$ cat config.mk
export PLATFORM = sky130hd
export DESIGN_NAME = mux_channel_scanner_flat
export DESIGN_NICKNAME = d
export VERILOG_FILES = /design/src/rtl/mux_channel_scanner_if.sv /design/src/rtl/mux_channel_scanner.sv /design/src/flat_wrapper.sv
export SDC_FILE = /design/constraint.sdc
export NUM_CORES = 1
export LEC_CHECK = 0
export BUFFER_PORTS_ARGS = -buffer_cell sky130_fd_sc_hd__buf_2
export CAP_MARGIN = 30
export CORE_ASPECT_RATIO = 0.9
export CORE_MARGIN = 3
export CORE_UTILIZATION = 45
export CTS_CLUSTER_DIAMETER = 50
export DETAILED_ROUTE_END_ITERATION = 16
export PLACE_DENSITY = 0.6
export SLEW_MARGIN = 40
export SYNTH_ARGS = -nofsm -noshare
export SYNTH_HDL_FRONTEND = slang
export SYNTH_SLANG_ARGS = --single-unit
$ cat constraint.sdc
create_clock -name clk -period 9.6 [get_ports clk]
set_clock_uncertainty 0.05 [all_clocks]
set_input_delay 1.44 -clock clk [delete_from_list [all_inputs] [get_ports clk]]
set_output_delay 1.44 -clock clk [all_outputs]
set_load 0.03 [all_outputs]
$ cat src/rtl/mux_channel_scanner_if.sv
// Handshake/bus bundle between the channel scanner, the 8:1 mux and the sample consumer.
//   start, stop      scan control
//   chan_mask        enabled channels, bit k = channel k
//   s0, s1, s2       mux selects, {s2,s1,s0} = current channel
//   y_in             mux output fed back to the scanner
//   sample_data/chan captured sample and its channel
//   sample_valid     sample available; sample_ready = consumer accepts
//   busy             scanner not idle
//   frame_done       one-cycle pulse after the last channel of a pass is handed off
// Modport master is the scanner side, slave is the controller/consumer side.
interface mux_channel_scanner_if #(
  parameter int unsigned DATA_W = 4
);
  logic              start;
  logic              stop;
  logic [7:0]        chan_mask;
  logic              s0;
  logic              s1;
  logic              s2;
  logic [DATA_W-1:0] y_in;
  logic [DATA_W-1:0] sample_data;
  logic [2:0]        sample_chan;
  logic              sample_valid;
  logic              sample_ready;
  logic              busy;
  logic              frame_done;

  modport master (
    input  start, stop, chan_mask, y_in, sample_ready,
    output s0, s1, s2, sample_data, sample_chan, sample_valid, busy, frame_done
  );

  modport slave (
    output start, stop, chan_mask, y_in, sample_ready,
    input  s0, s1, s2, sample_data, sample_chan, sample_valid, busy, frame_done
  );
endinterface

$ cat src/rtl/mux_channel_scanner.sv
// Round-robin sequencer for a 4-bit 8:1 mux. Steps over the enabled channels, waits DWELL
// settle cycles per channel, captures y_in and offers it with its channel number on a
// valid/ready stream.
//   clk  system clock (rising edge)
//   rst  asynchronous active-high reset
//   bus  mux_channel_scanner_if master modport (control, selects, y_in, sample stream)
// All outputs come straight from registers.
module mux_channel_scanner #(
  parameter int unsigned DATA_W = 4,
  parameter int unsigned DWELL  = 2
) (
  input  logic                  clk,
  input  logic                  rst,
  mux_channel_scanner_if.master bus
);

  typedef enum logic [1:0] {StIdle, StSettle, StHold} state_e;

  state_e            state_q;
  logic [7:0]        mask_q;
  logic [2:0]        chan_q;
  logic [7:0]        cnt_q;
  logic              stop_q;
  logic [DATA_W-1:0] data_q;
  logic [2:0]        sample_chan_q;
  logic              valid_q;
  logic              busy_q;
  logic              frame_done_q;

  logic [2:0] next_in_pass;
  logic       wrap;
  logic [7:0] next_mask;
  logic [2:0] next_chan;

  function automatic logic [2:0] lowest_set(input logic [7:0] m);
    lowest_set = 3'd0;
    for (int i = 7; i >= 0; i--) begin
      if (m[i]) lowest_set = 3'(i);
    end
  endfunction

  // Next enabled channel strictly above cur, wrapping 7->0; returns cur if it is the only one.
  function automatic logic [2:0] next_above(input logic [7:0] m, input logic [2:0] cur);
    next_above = cur;
    for (int i = 7; i >= 1; i--) begin
      if (m[cur + 3'(i)]) next_above = cur + 3'(i);
    end
  endfunction

  always_comb begin
    next_in_pass = next_above(mask_q, chan_q);
    // A pass ends when the successor does not lie above the current channel.
    wrap         = (next_in_pass <= chan_q);
    next_mask    = wrap ? bus.chan_mask : mask_q;
    next_chan    = wrap ? lowest_set(bus.chan_mask) : next_in_pass;
  end

  always_ff @(posedge clk or posedge rst) begin
    if (rst) begin
      state_q       <= StIdle;
      mask_q        <= 8'd0;
      chan_q        <= 3'd0;
      cnt_q         <= 8'd0;
      stop_q        <= 1'b0;
      data_q        <= '0;
      sample_chan_q <= 3'd0;
      valid_q       <= 1'b0;
      busy_q        <= 1'b0;
      frame_done_q  <= 1'b0;
    end else begin
      frame_done_q <= 1'b0;
      case (state_q)
        StIdle: begin
          // start beats a simultaneous stop; stop alone is ignored here.
          if (bus.start && (bus.chan_mask != 8'd0)) begin
            mask_q  <= bus.chan_mask;
            chan_q  <= lowest_set(bus.chan_mask);
            cnt_q   <= 8'd0;
            stop_q  <= 1'b0;
            busy_q  <= 1'b1;
            state_q <= StSettle;
          end
        end
        StSettle: begin
          if (bus.stop) stop_q <= 1'b1;
          if (cnt_q == 8'(DWELL - 1)) begin
            data_q        <= bus.y_in;
            sample_chan_q <= chan_q;
            valid_q       <= 1'b1;
            state_q       <= StHold;
          end else begin
            cnt_q <= cnt_q + 8'd1;
          end
        end
        StHold: begin
          if (bus.stop) stop_q <= 1'b1;
          if (valid_q && bus.sample_ready) begin
            valid_q <= 1'b0;
            if (wrap) begin
              frame_done_q <= 1'b1;
              mask_q       <= bus.chan_mask;
            end
            // A stop arriving on the handshake cycle still counts for this sample.
            if (stop_q || bus.stop || (next_mask == 8'd0)) begin
              stop_q  <= 1'b0;
              busy_q  <= 1'b0;
              state_q <= StIdle;
            end else begin
              chan_q  <= next_chan;
              cnt_q   <= 8'd0;
              state_q <= StSettle;
            end
          end
        end
        default: state_q <= StIdle;
      endcase
    end
  end

  assign bus.s0           = chan_q[0];
  assign bus.s1           = chan_q[1];
  assign bus.s2           = chan_q[2];
  assign bus.sample_data  = data_q;
  assign bus.sample_chan  = sample_chan_q;
  assign bus.sample_valid = valid_q;
  assign bus.busy         = busy_q;
  assign bus.frame_done   = frame_done_q;

endmodule

$ cat src/flat_wrapper.sv
// flat-port wrapper written by rule: the top's interface ports become plain ports
module mux_channel_scanner_flat 
#(
  parameter int unsigned DATA_W = 4,
  parameter int unsigned DWELL  = 2
)
  (clk, rst, bus_start, bus_stop, bus_chan_mask, bus_y_in, bus_sample_ready, bus_s0, bus_s1, bus_s2, bus_sample_data, bus_sample_chan, bus_sample_valid, bus_busy, bus_frame_done);
  mux_channel_scanner_if #(.DATA_W(DATA_W)) bus_i ();
  input  logic clk;
  input  logic rst;
  input wire logic [$bits(bus_i.start)-1:0] bus_start;
  input wire logic [$bits(bus_i.stop)-1:0] bus_stop;
  input wire logic [$bits(bus_i.chan_mask)-1:0] bus_chan_mask;
  input wire logic [$bits(bus_i.y_in)-1:0] bus_y_in;
  input wire logic [$bits(bus_i.sample_ready)-1:0] bus_sample_ready;
  output wire logic [$bits(bus_i.s0)-1:0] bus_s0;
  output wire logic [$bits(bus_i.s1)-1:0] bus_s1;
  output wire logic [$bits(bus_i.s2)-1:0] bus_s2;
  output wire logic [$bits(bus_i.sample_data)-1:0] bus_sample_data;
  output wire logic [$bits(bus_i.sample_chan)-1:0] bus_sample_chan;
  output wire logic [$bits(bus_i.sample_valid)-1:0] bus_sample_valid;
  output wire logic [$bits(bus_i.busy)-1:0] bus_busy;
  output wire logic [$bits(bus_i.frame_done)-1:0] bus_frame_done;
  assign bus_i.start = bus_start;
  assign bus_i.stop = bus_stop;
  assign bus_i.chan_mask = bus_chan_mask;
  assign bus_i.y_in = bus_y_in;
  assign bus_i.sample_ready = bus_sample_ready;
  assign bus_s0 = bus_i.s0;
  assign bus_s1 = bus_i.s1;
  assign bus_s2 = bus_i.s2;
  assign bus_sample_data = bus_i.sample_data;
  assign bus_sample_chan = bus_i.sample_chan;
  assign bus_sample_valid = bus_i.sample_valid;
  assign bus_busy = bus_i.busy;
  assign bus_frame_done = bus_i.frame_done;
  mux_channel_scanner #(.DATA_W(DATA_W), .DWELL(DWELL)) u_core (.clk(clk), .rst(rst), .bus(bus_i));
endmodule
==> metrics <==
Critical Path Source Type register; Final nets roughly 330; critical-path maximum fanout 15; Final Wtd Congestion about 0.95; Initial Util 0.480; drt first pass iters 4; Crit path arrival time approximately 6100 ps; final design utilization 0.528; Post-Syn Area ~2600 sq um; Post-CTS Setup Bufs 0; Root Buffer clkbuf_8; Remaining Overflow, GRT 0; DR iter-0 viols 125; CP max-delay cell ha_1; Setup crit end kind register; clock sink total 32; fmax around 170 MHz; post-synth cell types 60; vias in the first global route between 2k and 2.5k; Yosys Warn Count 0; initial antenna violation count 0; P&R area growth vs syn 9.97%; Die Footprint around 6800 sq um; Slew HR 0.508; flops & latches, synth 32; Clock transition at path regs about 70 ps; crit path kind register to register; Antenna diodes 0; Fin. Hold Viols 0; Synthesized Nets around 300; Synth Flop Type dfrtp_1; vias per inst around 6.0; detailed-route DRC error count 0; Die W ~86 um; clock buffers created by TritonCTS 5; Pins Over Slew Limit 0; FF/Latch Area ~800 sq um; Buf+Inv Stages, Crit Path 2; Mean Syn Cell Area roughly 9.6 sq um; Row Count 25; CTS-repair resized insts 0; IO Port Bufs 29; via count ~2.2k; GRT Total Usage 0.197; asr flop ratio synth 1.00; post-route clock period utilization 0.619; fill count 528; outcome finished, final reports clean; CP top delay family compound AO/OA/AOI/OAI gates; post-cts hold buffer count 0; number of max-cap violations 0; largest net degree at the start of global routing 33; multi-input logic area 1680 sq um; Least-Margin Pin Slew around 730 ps; antenna viol nets, final 0; Seq/Total Area, Yosys 0.307; layout cells sized above 1 0.221; first-pass GRT wire length about 11000 um; routed length per instance between 15 and 20 um; post-detail-place hpwl between 4000 and 5000 um; CTS tree done; Max clock buf depth 2; I/O pins 30; crit-path max cell delay about 800 ps; Worst EP required ~9700 ps; insertion delay to the later sink of the worst-skew pair a little under 300 ps; H-tree levels 2; Synth Instances roughly 270; Setup TNS Final 0 ps; die height just under 80 um; RSZ-0062 raised after global routing false; number of synthesized flops with an enable pin 0; CP Cell Sequence inv_1 -> ha_1 -> mux4_2 -> mux2i_1 -> nand2b_1 -> a31oi_1 -> a2111oi_4 -> inv_1 -> ha_1 -> nor2b_1 -> o21a_1 -> o21a_1 -> o211ai_1 -> and2_0 -> o221ai_1; clock period minus worst slack 5940 ps; setup violators final 0; final WL around 6200 um; Hold Path Class register to register; area of the core roughly 5400 sq um
## area by class of cell
type                            instances  share of cell area
Multi-Input combinational cell        210               0.585
Sequential cell                        32               0.279
Timing Repair Buffer                   30              0.0532
Tap cell                               67              0.0292
Clock buffer                            5              0.0240
Inverter                               18              0.0235
Clock inverter                          3             0.00654
## logic make-up after synthesis
logic type	after synthesis	share of synthesized area
DFF	32	0.307
adders and majority gates	11	0.0527
AOI/OAI and AO/OA	66	0.190
and+or+nand+nor	91	0.184
buffers and inverters	31	0.0503
xor gates and xnor gates	4	0.0134
muxes	38	0.203
## per-stage QoR
stage | hold slack (ps) | worst slack (ps) | instances | area (sq um)
finish | 436 | 3660 | 365 | 2870
global route | 463 | 3300 | 365 | 2870
CTS | 442 | 3730 | 365 | 2870
detailed placement | 425 | 3750 | 357 | 2780
global placement | 417 | 3900 | 357 | 2780
floorplan | 442 | 4700 | 273 | 2610
## cells in the final DEF, fill, tap and decap left out, types with 3 or more instances in the layout
master    count
o211ai_1      5
buf_2        29
nor4_1        6
a21oi_1       8
nor3_1        7
and2_1        3
clkbuf_8      5
nand4_1       3
and4_1        3
nand2_1      21
xor2_1        3
o21a_1        3
mux4_1        3
nor2_1       16
mux4_2        6
o21ai_0      13
nor2b_1       3
nand2b_1      6
mux2i_1      14
o221ai_1      3
a31oi_1       6
dfrtp_1      32
inv_1        18
mux2_2       13
nand3_1      11
ha_1         11
## final timing paths
kind	startpoint	end	slack, ps	cells after the start
setup / recovery	u_core.chan_q[1]	u_core.cnt_q[2]	3660	15
hold / removal	u_core.bus.sample_chan[2]	u_core.bus.sample_chan[2]	440	2
setup reg to reg	u_core.chan_q[1]	u_core.cnt_q[2]	3660	15
hold reg to reg	u_core.bus.sample_chan[2]	u_core.bus.sample_chan[2]	440	2
max in group asynchronous	rst	u_core.chan_q[1]	8020	3
min in group asynchronous	rst	u_core.bus.sample_data[2]	1180	3
## state kept, by name, indices dropped and copies added, names as in the netlist
name / count
u_core.mask_q: 8
u_core.state_q: 2
u_core.bus.frame_done: 1
u_core.stop_q: 1
u_core.bus.sample_chan: 3
u_core.bus.sample_valid: 1
u_core.chan_q: 3
u_core.bus.busy: 1
u_core.cnt_q: 8
u_core.bus.sample_data: 4
## worst register-to-register path, stage by stage, from the launching register on
cell and delay (ps):
dfrtp_1 760, inv_1 330, ha_1 800, mux4_2 650, mux2i_1 340, nand2b_1 160
a31oi_1 150, a2111oi_4 390, inv_1 80, ha_1 290, nor2b_1 130, o21a_1 210
o21a_1 230, o211ai_1 630, and2_0 470, o221ai_1 160
## cell usage after synthesis, types with 5 or more instances
master	count	area, sq um
o211ai_1	5	37.5
nor2_1	16	60.1
buf_2	5	25.0
nand3_1	11	55.1
nor3_1	7	35.0
o21ai_0	13	65.1
nand2_1	21	78.8
nor4_1	6	37.5
inv_1	18	67.6
a31oi_1	6	37.5
dfrtp_1	32	801
mux2i_1	14	140
a21oi_1	8	40.0
mux4_2	6	135
nand2b_1	6	37.5
mux2_2	13	146
clkbuf_1	6	22.5
ha_1	11	138
## routing by layer
metal,vias to the layer above,global-route usage,wire length [um]
met5,-,0,0
met4,0,0.0452,59
met3,7,0.0378,343
met2,64,0.277,2590
met1,1048,0.308,3250
li1,1083,-,-
Power is left out: the tool's default activity adds up to more than one toggle a clock period on the data nets, which glitch-free logic cannot reach.
